<file path="src/rtl/darkriscv_uart_pkg.sv">
// Shared UART definitions for the darkriscv SoC.
// Provides the receiver FSM state type and the common framing constants.
package darkriscv_uart_pkg;

  localparam int UART_DATA_BITS  = 8;
  localparam int UART_DIV_115200 = 278;  // 32 MHz / 115200 baud

  typedef enum logic [2:0] {
    IDLE  = 3'd0,
    START = 3'd1,
    DATA  = 3'd2,
    STOP  = 3'd3,
    BREAK = 3'd4
  } uart_rx_state_t;

endpackage

</file>
<file path="src/rtl/uart_sync2.sv">
// Generic two-flop synchronizer for a single asynchronous input.
// Ports:
//   clk  - destination clock
//   rst  - synchronous, active-high reset; both flops load RST_VAL
//   d    - asynchronous input
//   q    - synchronized output, two clk edges behind d
module uart_sync2 #(
  parameter logic RST_VAL = 1'b1
) (
  input  logic clk,
  input  logic rst,
  input  logic d,
  output logic q
);

  logic meta;

  // NOTE: sequential state is always assigned with <= so every flop samples
  // the pre-edge value of its neighbours; blocking here would collapse the
  // two stages into one.
  always_ff @(posedge clk) begin
    if (rst) begin
      meta <= RST_VAL;
      q    <= RST_VAL;
    end else begin
      meta <= d;
      q    <= meta;
    end
  end

endmodule

</file>
<file path="src/rtl/uart_rx_core.sv">
// 8N1 UART receiver with a one-entry valid/ready holding register.
// Ports:
//   clk       - system clock, rising edge
//   rst       - synchronous, active-high reset
//   rx        - asynchronous serial input, idle high
//   data      - received byte, stable while valid is high
//   valid     - holding register full
//   ready     - consumer takes data on a cycle with valid && ready
//   frame_err - one-cycle pulse when the stop bit is sampled low
//   overrun   - one-cycle pulse when a byte is dropped because the holding
//               register was full and not being accepted
//   busy      - receiver FSM is not idle
module uart_rx_core
  import darkriscv_uart_pkg::*;
#(
  parameter int DIV = UART_DIV_115200,
  parameter int CW  = $clog2(DIV)
) (
  input  logic       clk,
  input  logic       rst,
  input  logic       rx,
  output logic [7:0] data,
  output logic       valid,
  input  logic       ready,
  output logic       frame_err,
  output logic       overrun,
  output logic       busy
);

  localparam logic [CW-1:0] HALF_RELOAD = CW'(DIV / 2 - 1);
  localparam logic [CW-1:0] FULL_RELOAD = CW'(DIV - 1);

  logic                          rx_s;
  uart_rx_state_t                state;
  logic [CW-1:0]                 timer;
  logic [2:0]                    idx;
  logic [UART_DATA_BITS-1:0]     shift;
  logic                          timer_zero;
  logic                          byte_done;

  uart_sync2 #(
    .RST_VAL(1'b1)
  ) u_sync (
    .clk (clk),
    .rst (rst),
    .d   (rx),
    .q   (rx_s)
  );

  assign timer_zero = (timer == '0);
  // A good stop bit completes the byte; IDLE is re-entered mid stop bit so
  // the next start edge is caught even with back-to-back frames.
  assign byte_done  = (state == STOP) && timer_zero && rx_s;
  assign busy       = (state != IDLE);

  always_ff @(posedge clk) begin
    if (rst) begin
      state     <= IDLE;
      timer     <= '0;
      idx       <= '0;
      // NOTE: the shift register is reset as well; it is a handful of flops,
      // not a RAM, and a known value keeps simulation free of X.
      shift     <= '0;
      data      <= '0;
      valid     <= 1'b0;
      frame_err <= 1'b0;
      overrun   <= 1'b0;
    end else begin
      frame_err <= 1'b0;
      overrun   <= 1'b0;

      case (state)
        IDLE: begin
          if (!rx_s) begin
            state <= START;
            timer <= HALF_RELOAD;
          end
        end

        START: begin
          if (timer_zero) begin
            if (rx_s) begin
              // Line went back high before mid start bit: treat as glitch.
              state <= IDLE;
            end else begin
              state <= DATA;
              timer <= FULL_RELOAD;
              idx   <= '0;
            end
          end else begin
            timer <= timer - 1'b1;
          end
        end

        DATA: begin
          if (timer_zero) begin
            shift <= {rx_s, shift[UART_DATA_BITS-1:1]};  // LSB first
            timer <= FULL_RELOAD;
            idx   <= idx + 3'd1;
            if (idx == 3'd7) begin
              state <= STOP;
            end
          end else begin
            timer <= timer - 1'b1;
          end
        end

        STOP: begin
          if (timer_zero) begin
            if (rx_s) begin
              state <= IDLE;
            end else begin
              frame_err <= 1'b1;
              state     <= BREAK;
            end
          end else begin
            timer <= timer - 1'b1;
          end
        end

        BREAK: begin
          // Hold here until the line recovers so a long break flags once.
          if (rx_s) begin
            state <= IDLE;
          end
        end

        default: state <= IDLE;
      endcase

      // Holding register: a same-cycle accept frees the slot for the new byte.
      if (byte_done) begin
        if (!valid || ready) begin
          data  <= shift;
          valid <= 1'b1;
        end else begin
          overrun <= 1'b1;
        end
      end else if (valid && ready) begin
        valid <= 1'b0;
      end
    end
  end

endmodule

</file>
<file path="config.mk">
export PLATFORM = sky130hd
export DESIGN_NAME = uart_rx_core
export DESIGN_NICKNAME = d
export VERILOG_FILES = /design/src/rtl/darkriscv_uart_pkg.sv /design/src/rtl/uart_sync2.sv /design/src/rtl/uart_rx_core.sv
export SDC_FILE = /design/constraint.sdc
export NUM_CORES = 1
export LEC_CHECK = 0
export ABC_AREA = 0
export CORE_AREA = 2 2 57 59
export CTS_BUF_LIST = sky130_fd_sc_hd__clkbuf_2
export CTS_CLUSTER_DIAMETER = 200
export CTS_CLUSTER_SIZE = 24
export DETAILED_ROUTE_END_ITERATION = 10
export DIE_AREA = 0 0 59 61
export PLACE_DENSITY_LB_ADDON = 0.25
export SLEW_MARGIN = 25
export SYNTH_ARGS = -nofsm -noshare
export SYNTH_HDL_FRONTEND = slang
export SYNTH_SLANG_ARGS = --single-unit
</file>
<file path="constraint.sdc">
create_clock -name clk -period 2.6 [get_ports clk]
set_clock_uncertainty 0.2 [all_clocks]
set_input_delay 0.52 -clock clk [delete_from_list [all_inputs] [get_ports clk]]
set_output_delay 0.52 -clock clk [all_outputs]
set_load 0.03 [all_outputs]
</file>
==> run metrics <==
TritonCTS Buffers=5; largest net degree at the start of global routing=15; Place WS=around 0.33 ns; critical path class=register to primary output; nature of the critical path endpoint=primary output; critical path required time=1.88 ns; final setup violation count=0; placed cell area=between 1500 and 2000 sq um; Simple-Gate Fraction of Synth Area=roughly 25%; RSZ-0062 raised after global routing=no; final core occ=65.0%; first drt pass iteration count=4; DR iter-0 viols=91; Switching Fraction=29.5%; die height=61 um; largest family of logic cells by synthesized area=simple AND/OR/NAND/NOR gates; Placed Cells=around 240; Clock Tree Buf Depth=2; core area=about 3000 sq um; total power=between 1 and 1.5 mW; layout cells sized above 1=11.9%; Worst Hold Class=register to register; register clock-pin slew on the reported worst setup and hold paths=~0.18 ns; Netlist cell types=38; CTS Hold Bufs=0; crit path DAT=roughly 1.7 ns; WL/cell=between 15 and 20 um; Synth Area in XOR/XNOR=0%; period utilization=around 94%; sequential element share of the synthesized area=between 40% and 50%; largest area contributor in the netlist=dfxtp_1; slew at the pin closest to its max-slew limit=about 0.9 ns; Final TNS setup=0 ns; Worst slew margin=between 30% and 40%; clk_lat worst skew=0.38 ns; GRT overflow=0; P_leak=between 0.7 and 0.8 nW; Row Count=20; switching power=around 340 uW; Pint=approximately 820 uW; Die Width=between 50 and 60 um; post-synthesis adder-cell area fraction=about 3%; initial antenna violation count=0; Final HPWL DP=between 2 and 3 mm; setup ws final=approximately 0.16 ns; CTS tree=done; first-pass GRT wire length=a little over 6 mm; post-synth top area share=43.2%; worst vdd ir=a little under 0.0004 V; PD cells=approximately 600 nW/um^2; Mapped Nets=201; vias in the first global route=about 1.4k; final hold vios=0; pins over their slew limit=0; Clk pwr share=approximately 30%; post-synthesis register bit count=36; WHS=0.234 ns; logic gate share of total power=between 10% and 20%; nets=~220; synth top area cells=dfxtp_1 (43%), mux2i_1 (7.2%), a21oi_1 (6.0%); Tot GR Track Use=23.2%; die area=3600 sq um; clk sinks=36; DRT Wirelength=3.65 mm; GPL Wtd Cong=approximately 0.94; Port-buffer cells=15; Yosys warnings=0; non-filler cells, final=~240; Max Freq=409 MHz; via count=1490; mux share of post-synthesis cell area=under 10%; Syn Inst Count=193; crit start category=register; IO Count=16; DRC violations left=0; clk root buf=clkbuf_2; vias per inst=6.13; syn_area_per_cell=between 8 and 9 sq um; status=complete, no violations; Compound-Gate Fraction of Synth Area=between 10% and 20%; post-synthesis cell area=about 1700 sq um; crit-path max FO=14; number of max-cap violations=0; P&R area growth vs syn=15.2%; ant diodes=0; starting density of the core=56.4%; Finished Cell Area=just under 2000 sq um; H-tree depth=2; Seq pwr share=~51%; Post-DRT Antenna Nets=0; Period minus WS final=about 2.4 ns
## power groups by stage
stage | Clock, mW | Sequential, mW | Combinational (mW)
finish | 0.347 | 0.590 | 0.220
global route | 0.376 | 0.592 | 0.241
CTS | 0.353 | 0.589 | 0.213
detailed placement | 0 | 0.600 | 0.210
global placement | 0 | 0.599 | 0.207
floorplan | 0 | 0.592 | 0.175
## final cells by class
cell class | count | area [sq um]
fillers | 241 | 1030
multi-input cells | 142 | 887
flip-flops and latches | 36 | 724
repair buffers | 20 | 188
well taps | 33 | 41.3
clock inverters | 2 | 35.0
clock buffers | 6 | 30.0
inverters | 4 | 15.0
## cell usage after synthesis
master and instances:
dfxtp_1 36, nand2_1 25, a21oi_1 20, nor2_1 16
mux2i_1 12, clkbuf_1 7, nand2b_1 7, nand3_1 7
nor3_1 7, buf_2 4, ha_1 4, inv_1 4
o21ai_0 4, a22oi_1 3, a31oi_1 3, and3_1 3
a311oi_1 2, a31o_2 2, nor2b_1 2, nor4_1 2
o211ai_1 2, o21bai_1 2, o22ai_1 2, or2_2 2
or3_1 2, a2111oi_0 1, a211oi_1 1, a31oi_2 1
a41o_1 1, nand4_4 1, nor3b_1 1, nor4_4 1
nor4b_1 1, o2111ai_1 1, o21a_1 1, or2_1 1
or3_4 1, or4_1 1
## final timing paths
path,depth (start not counted),from,slack [ns],endpoint
max,3,state[0]$_SDFFE_PP0P_,0.16,busy
min reg2reg,1,u_sync.meta$_SDFF_PP1_,0.23,u_sync.q$_SDFF_PP1_
max reg2reg,7,timer[1]$_SDFFE_PP0P_,0.31,timer[1]$_SDFFE_PP0P_
min,1,u_sync.meta$_SDFF_PP1_,0.23,u_sync.q$_SDFF_PP1_
## critical path, stage by stage (launching register included)
cell and delay (ns):
dfxtp_2 0.50, nor2_2 0.11, nand2_1 0.08, clkdlybuf4s50_1 0.66
## flip-flops by register name, summed over array words and instances, names as in the netlist
register	cells
shift	8
state	3
data	8
timer	9
u_sync.meta	1
overrun	1
valid	1
u_sync.q	1
idx	3
frame_err	1
## cells by family after synthesis
group | after synthesis
and+or+nand+nor | 80
DFF | 36
AOI/OAI and AO/OA | 46
muxes | 12
buffers and inverters | 15
adders and majority gates | 4
## routing by layer
layer  track usage (%)  up-vias  routed length, um
met1              28.7      685               1520
met4              9.09        0                 68
met2              37.5       70               1740
met3              7.89       12                320
li1                  -      723                  -
met5                 0        -                  0
## layout by cell type, fill, tap and decap left out, types with 5 or more instances in the layout
cell and instances:
mux2i_1 12, nand2_1 25, nand2b_1 7, nor2_1 15, clkbuf_2 6, buf_4 5
nor3_1 7, nand3_1 7, dfxtp_1 33, a21oi_1 20, clkdlybuf4s50_1 15
## timing repair
item / CTS / global route
gates resized for setup: 1 / 3
pin swaps: 0 / 0
setup endpoints to repair: 1 / 1
buffers inserted: 0 / 0
cloned: 0 / 0
No activity file was read; power rests on OpenSTA's default activity.
